<file path="src/rtl/pipe_hazard_ctrl_pkg.sv">
// pipe_hazard_ctrl_pkg: shared FSM encodings and widths for the pipeline hazard controller.
// Rev 1.0
`default_nettype none

package pipe_hazard_ctrl_pkg;

  typedef enum logic [0:0] {
    ST_IDLE     = 1'b0,
    ST_DIV_BUSY = 1'b1
  } hz_state_t;

  localparam int REG_ADDR_WIDTH     = 5;
  localparam int DIV_CYCLES_DEFAULT = 32;
  localparam int DIV_CNT_WIDTH      = 6;

endpackage

`default_nettype wire

</file>
<file path="src/rtl/pipe_hazard_ctrl_sat_counter.sv">
// sat_counter: enabled up-counter with synchronous clear that sticks at all-ones.
// Rev 1.0
`default_nettype none

module sat_counter #(
  parameter int WIDTH = 32
) (
  input  logic             clk,
  input  logic             rst,
  input  logic             clr,
  input  logic             en,
  output logic [WIDTH-1:0] count
);

  always_ff @(posedge clk) begin
    if (rst || clr) begin
      count <= '0;
    end else if (en && (count != {WIDTH{1'b1}})) begin
      count <= count + 1'b1;
    end
  end

endmodule

`default_nettype wire

</file>
<file path="src/rtl/pipe_hazard_ctrl.sv">
// pipe_hazard_ctrl: stall/flush sequencing for exceptions, memory waits, divides, load-use and branches.
// Rev 1.0
`default_nettype none

module pipe_hazard_ctrl
  import pipe_hazard_ctrl_pkg::*;
#(
  parameter int DIV_CYCLES     = DIV_CYCLES_DEFAULT,
  parameter int HAS_DELAY_SLOT = 1,
  parameter int CNT_WIDTH      = 32
) (
  input  logic                      clk,
  input  logic                      rst,
  input  logic [REG_ADDR_WIDTH-1:0] id_rs,
  input  logic [REG_ADDR_WIDTH-1:0] id_rt,
  input  logic                      id_uses_rs,
  input  logic                      id_uses_rt,
  input  logic                      id_branch_taken,
  input  logic                      ex_mem_read,
  input  logic [REG_ADDR_WIDTH-1:0] ex_wa,
  input  logic                      ex_div_start,
  input  logic                      mem_req,
  input  logic                      mem_ready,
  input  logic                      exc_valid,
  output logic                      stall_pc,
  output logic                      stall_if_id,
  output logic                      stall_id_ex,
  output logic                      stall_ex_mem,
  output logic                      flush_if_id,
  output logic                      flush_id_ex,
  output logic                      flush_ex_mem,
  output logic                      flush_mem_wb,
  output logic                      div_done,
  output logic [CNT_WIDTH-1:0]      stall_cnt
);

  // Busy cycles count down to zero after the entry cycle, so the load value
  // makes the entry cycle plus the busy stalls total DIV_CYCLES held cycles.
  localparam logic [DIV_CNT_WIDTH-1:0] C_DIV_LOAD = DIV_CNT_WIDTH'(DIV_CYCLES - 1);

  hz_state_t                r_fsm, w_fsm_nxt;
  logic [DIV_CNT_WIDTH-1:0] r_div_cnt, w_div_cnt_nxt;
  logic                     w_mem_wait;
  logic                     w_load_use;

  assign w_mem_wait = mem_req & ~mem_ready;
  assign w_load_use = ex_mem_read & (ex_wa != '0) &
                      ((id_uses_rs & (id_rs == ex_wa)) | (id_uses_rt & (id_rt == ex_wa)));

  always_comb begin
    stall_pc      = 1'b0;
    stall_if_id   = 1'b0;
    stall_id_ex   = 1'b0;
    stall_ex_mem  = 1'b0;
    flush_if_id   = 1'b0;
    flush_id_ex   = 1'b0;
    flush_ex_mem  = 1'b0;
    flush_mem_wb  = 1'b0;
    div_done      = 1'b0;
    w_fsm_nxt     = r_fsm;
    w_div_cnt_nxt = r_div_cnt;
    if (rst) begin
      w_fsm_nxt     = ST_IDLE;
      w_div_cnt_nxt = '0;
    end else if (exc_valid) begin
      flush_if_id   = 1'b1;
      flush_id_ex   = 1'b1;
      flush_ex_mem  = 1'b1;
      flush_mem_wb  = 1'b1;
      w_fsm_nxt     = ST_IDLE;
      w_div_cnt_nxt = '0;
    end else if (w_mem_wait) begin
      stall_pc     = 1'b1;
      stall_if_id  = 1'b1;
      stall_id_ex  = 1'b1;
      stall_ex_mem = 1'b1;
      flush_mem_wb = 1'b1;
    end else if (r_fsm == ST_DIV_BUSY) begin
      if (r_div_cnt == '0) begin
        div_done  = 1'b1;
        w_fsm_nxt = ST_IDLE;
      end else begin
        stall_pc      = 1'b1;
        stall_if_id   = 1'b1;
        stall_id_ex   = 1'b1;
        flush_ex_mem  = 1'b1;
        w_div_cnt_nxt = r_div_cnt - 1'b1;
      end
    end else if (ex_div_start) begin
      stall_pc      = 1'b1;
      stall_if_id   = 1'b1;
      stall_id_ex   = 1'b1;
      flush_ex_mem  = 1'b1;
      w_fsm_nxt     = ST_DIV_BUSY;
      w_div_cnt_nxt = C_DIV_LOAD;
    end else if (w_load_use) begin
      stall_pc    = 1'b1;
      stall_if_id = 1'b1;
      flush_id_ex = 1'b1;
    end else if (id_branch_taken) begin
      flush_if_id = (HAS_DELAY_SLOT == 0);
    end
  end

  always_ff @(posedge clk) begin
    if (rst) begin
      r_fsm     <= ST_IDLE;
      r_div_cnt <= '0;
    end else begin
      r_fsm     <= w_fsm_nxt;
      r_div_cnt <= w_div_cnt_nxt;
    end
  end

  sat_counter #(
    .WIDTH(CNT_WIDTH)
  ) u_stall_cnt (
    .clk  (clk),
    .rst  (rst),
    .clr  (1'b0),
    .en   (stall_pc),
    .count(stall_cnt)
  );

endmodule

`default_nettype wire

</file>
<file path="config.mk">
export PLATFORM = sky130hd
export DESIGN_NAME = pipe_hazard_ctrl
export DESIGN_NICKNAME = d
export VERILOG_FILES = /design/src/rtl/pipe_hazard_ctrl_pkg.sv /design/src/rtl/pipe_hazard_ctrl_sat_counter.sv /design/src/rtl/pipe_hazard_ctrl.sv
export SDC_FILE = /design/constraint.sdc
export NUM_CORES = 1
export LEC_CHECK = 0
export ABC_AREA = 1
export BUFFER_PORTS_ARGS = -buffer_cell sky130_fd_sc_hd__buf_4
export CAP_MARGIN = 20
export CORE_AREA = 2 2 100 102
export DETAILED_ROUTE_END_ITERATION = 10
export DIE_AREA = 0 0 102 104
export MAX_ROUTING_LAYER = met4
export SLEW_MARGIN = 0
export SYNTH_ARGS = -nofsm -noshare
export SYNTH_HDL_FRONTEND = slang
export SYNTH_SLANG_ARGS = --single-unit
</file>
<file path="constraint.sdc">
create_clock -name clk -period 5.6 [get_ports clk]
set_input_delay 1.12 -clock clk [delete_from_list [all_inputs] [get_ports clk]]
set_output_delay 1.12 -clock clk [all_outputs]
set_load 0.1 [all_outputs]
</file>
Word-level counts from Yosys, hierarchy flattened --
Cells that the tools add are included.
Storage, ports and cells: input port bits 25, output and inout bits 41, flip-flop bits (word level) 39
Cells by class: bitwise logic cells 8, add/subtract/negate cells 2, reductions and logical operators 6, mux-type cells 35, equal/unequal tests 4
Operators by type and width (number):
- 32-bit by 1-bit adder with 32-bit output, second input constant | 1
- 1-bit 2-to-1 mux | 32
- 32-bit inequality test, second input constant | 1
- 6-bit 2-to-1 mux | 3
- 5-bit equality test | 2
- 6-bit zero test | 1
- 6-bit by 1-bit subtractor with 6-bit output, second input constant | 1
- 1-bit bitwise AND | 5
- 5-bit nonzero test | 1
- 3-bit AND reduction | 1
- 2-bit inequality test, second input constant | 1
- 1-bit NOT | 2
- 2-bit nonzero test | 1
- 2-bit OR reduction | 1
- 1-bit logical AND | 1
- 1-bit OR | 1

Logic depth before layout (Yosys ltp) --
depth after elaboration 11, depth in mapped cells 13, depth with buffers taken out 12

Cells and area by module --
A second synthesis with hierarchy kept.
Unflattened totals: cell total of the unflattened synthesis 463, area, all modules 2712.6 um^2
By module, submodules not included:
- sat_counter | times used 1, seq. area each 640.6 um^2, cells each 329, area each 1981.9 um^2
- pipe_hazard_ctrl | times used 1, seq. area each 140.1 um^2, cells each 134, area each 730.7 um^2

Least setup slack after synthesis --
Ideal clock, no wire load.
path type input to output, start point in rst, end point out stall_pc, buffers on the path 3, path slack 0.461 ns, cell stages on the path 10, arrival 4.019 ns, cells stage by stage buf_2 -> nor2_4 -> inv_2 -> nor2_2 -> inv_1 -> nand2_2 -> inv_2 -> nand2_4 -> buf_2 -> buf_4
Between the ends: longest elaborated chain between the ends 1
Ends and longest elaborated chain:
- start, declared | line pipe_hazard_ctrl.sv:13 | input logic rst,
- 1-bit 2-to-1 mux
- end, declared | line pipe_hazard_ctrl.sv:25 | output logic stall_pc,
Every way passes these cells.

Final worst setup path --
start point in rst, end point out stall_pc
Between the ends: longest elaborated chain between the ends 1
Ends and longest elaborated chain:
- 1-bit 2-to-1 mux | line pipe_hazard_ctrl.sv:62 | if (rst) begin
Every way passes these cells.

==> impl_metrics.tcl <==
set metrics [dict create \
    max_stage_delay_ns 0.37 \
    vias 3071 \
    run_status "finished clean" \
    combPwrFrac 0.175 \
    seq_area_frac_synth 0.2799 \
    critPathKind "in -> out" \
    peakVddDrop_uv 117.5 \
    tightest_slew_ns 0.5229 \
    yosysTopAreaCellShare 0.2799 \
    synth-main-ff-cell "dfxtp_1" \
    critPathBufInv 5 \
    drt-pass1-iter-count 4 \
    cts_max_level 2 \
    ys_types 32 \
    timing.setup.tns_ns 0 \
    wire_per_inst_um 12.32 \
    io_buffer_count 64 \
    num_rows 36 \
    clock-sinks 39 \
    drc 0 \
    cp_slowest_cell "buf_4" \
    startpoint "rst" \
    die_y_um 104 \
    timing.final.crit_share 0.6759 \
    dp_cells 653 \
    coreArea_um2 9549 \
    async_reset_ff_frac 0 \
    syn_to_final_growth_pct 24.41 \
    place.detailed.hpwl_um 6206 \
    yosysMostFrequentCell "nand2_1" \
    fillCellCount 1062 \
    holdWs_ns 0.4843 \
    grt_use_total 0.1704 \
    synth_warnings 0 \
    crit_path_cell_trace "buf_4 > nor2_4 > inv_2 > nor2_2 > inv_1 > nand2_2 > inv_2 > nand2_4 > buf_4" \
    setup_viol 0 \
    synth_edf_count 0 \
    clock_tree.root_cell "clkbuf_8" \
    fin_skew_ns 0.01112 \
    clkPwrFrac 0.385 \
    dp_slack_ns 1.809 \
    startpoint_type "input port" \
    synth_top_area_cell "dfxtp_1" \
    cellInternalPower_w 0.0004562 \
    die_area_um2 10610 \
    numCtsBuffers 5 \
    wl_um 8145 \
    fin_crit_ns 3.785 \
    yosys-top-cells-count "156 x nand2_1, 54 x nor2_1, 53 x nand3_1" \
    drive_gt1_frac 0.1629 \
    grt_pass1_vias 3025 \
    antenna_left 0 \
    drt_iter0_markers 163 \
    switching_share 0.2935 \
    p_switching_w 0.0001895 \
    grt_pass1_wl_um 14320 \
    rr_startpoint "u_stall_cnt.count[0]" \
    syn-mean-instance-area_um2 5.934 \
    overflow 0 \
    synth_area_leaders "dfxtp_1 28%, nand2_1 21%, nand3_1 9.5%, nor2_1 7.3%, inv_1 6.9%" \
    antenna_found_initial 0 \
    setup_slack_ns 1.815 \
    power_density_nw_per_um2 186.1 \
    required_ns 4.48 \
    pin_count 66 \
    max_slew_margin 0.6482 \
    seqPwrFrac 0.440 \
    worst_setup_path_end_kind "primary output" \
    leakagePower_nw 1.461 \
    cap_violations 0 \
    via_per_inst 4.646 \
    arrival_ns 2.66 \
    synth_nets 497 \
    slew_viol_final 0 \
    nNetsFinal 554 \
    crit_fanout 37 \
    hold_buffers 0 \
    start_util 0.2921 \
    clk_pin_slew_ns 0.09 \
    cts_resized 0 \
    gp_congestion 0.8674 \
    synthesis.area_um2 2789 \
    cts_setup_buffers 0 \
    synth_cells 470 \
    holdCritPathClass "reg -> reg" \
    cts_tree "built" \
    path_delay_family "buffers and inverters" \
    fmax_ghz 0.2642 \
    min_from "r_div_cnt[2]" \
    clkLatencyLatePin_ns 0.29 \
    grt_max_degree 38 \
    rsz0062_at_grt "no" \
    antennaDiodeCount 0 \
    clk_path_buf_depth 2 \
    die_x_um 102 \
    layoutNonFillerInstCount 661 \
    ys_ff_latch 39 \
    hold_viol_final 0 \
]
==> power by group through the flow <==
| stage | sequential [W] | clock (W) | combinational (W) |
|---|---|---|---|
| global route | 0.000285 | 0.000270 | 0.000124 |
| detailed placement | 0.000291 | 0 | 0.000113 |
| CTS | 0.000284 | 0.000257 | 0.000113 |
| finish | 0.000284 | 0.000249 | 0.000113 |
| floorplan | 0.000295 | 0 | 0.0000794 |
| global placement | 0.000290 | 0 | 0.000112 |
==> state kept, by name, summed over array words and instances, names as in the netlist <==
signal	count
r_div_cnt	6
r_fsm	1
u_stall_cnt.count	32
==> placed cells by master, fill, tap and decap left out, drive strengths merged, types with 2 or more instances in the layout <==
master and count:
a31oi 2, a21oi 35, nand2 159, buf 64, nor2 59, nor3 12
dfxtp 39, o21ai 5, nand4 6, xnor2 4, inv 54, nand3 54
nand3b 7, clkbuf 6, ha 2, xor2 11
==> cells by family after synthesis <==
logic type | Yosys count | synth area share
adders and majority gates | 2 | 0.008971
xor gates and xnor gates | 15 | 0.04710
buffers and inverters | 68 | 0.1027
DFF | 39 | 0.2799
AOI/OAI and AO/OA | 46 | 0.08704
and+or+nand+nor | 300 | 0.4742
==> metrics by stage <==
step | util | cell area, µm² | power, W
5_1_grt | 0.3633 | 3470 | 0.0006782
6_report | 0.3633 | 3470 | 0.0006457
4_1_cts | 0.3633 | 3470 | 0.0006547
3_3_place_gp | 0.3510 | 3352 | 0.0004017
2_1_floorplan | - | 2789 | 0.0003749
3_5_place_dp | 0.3510 | 3352 | 0.0004037
==> layout make-up <==
class	count	area [µm²]	share of cell area
multi-input combinational	363	1722	0.4962
sequential	39	780.7	0.2250
timing repair buffer	64	480.5	0.1385
inverter	54	202.7	0.05842
tap	133	166.4	0.04796
clock buffer	6	82.58	0.02380
clock inverter	2	35.03	0.01010
==> worst reg2reg max path, stage by stage (launching register included) <==
cell and delay, ns:
dfxtp_1 0.48, ha_1 0.33, nand3_1 0.23, inv_2 0.12
nand2_1 0.17, nor2_4 0.20, nand3_4 0.35, nand2_4 0.48
nand2_1 0.11, a21oi_1 0.14
==> final timing paths <==
path / end / slack [ns] / cells after the start
hold / removal: r_div_cnt[2] / 0.48 / 2
hold reg to reg: r_div_cnt[2] / 0.48 / 2
setup / recovery: stall_pc / 1.82 / 9
setup reg to reg: u_stall_cnt.count[16] / 2.92 / 9
==> per-layer routing <==
layer	up-vias	routed length, µm	global-route usage
met5	-	0	-
met4	0	111	0.03524
met3	11	320	0.03293
met2	54	3849	0.2744
met1	1394	3863	0.2220
li1	1612	-	-
Power figures use the tool's default switching activity.
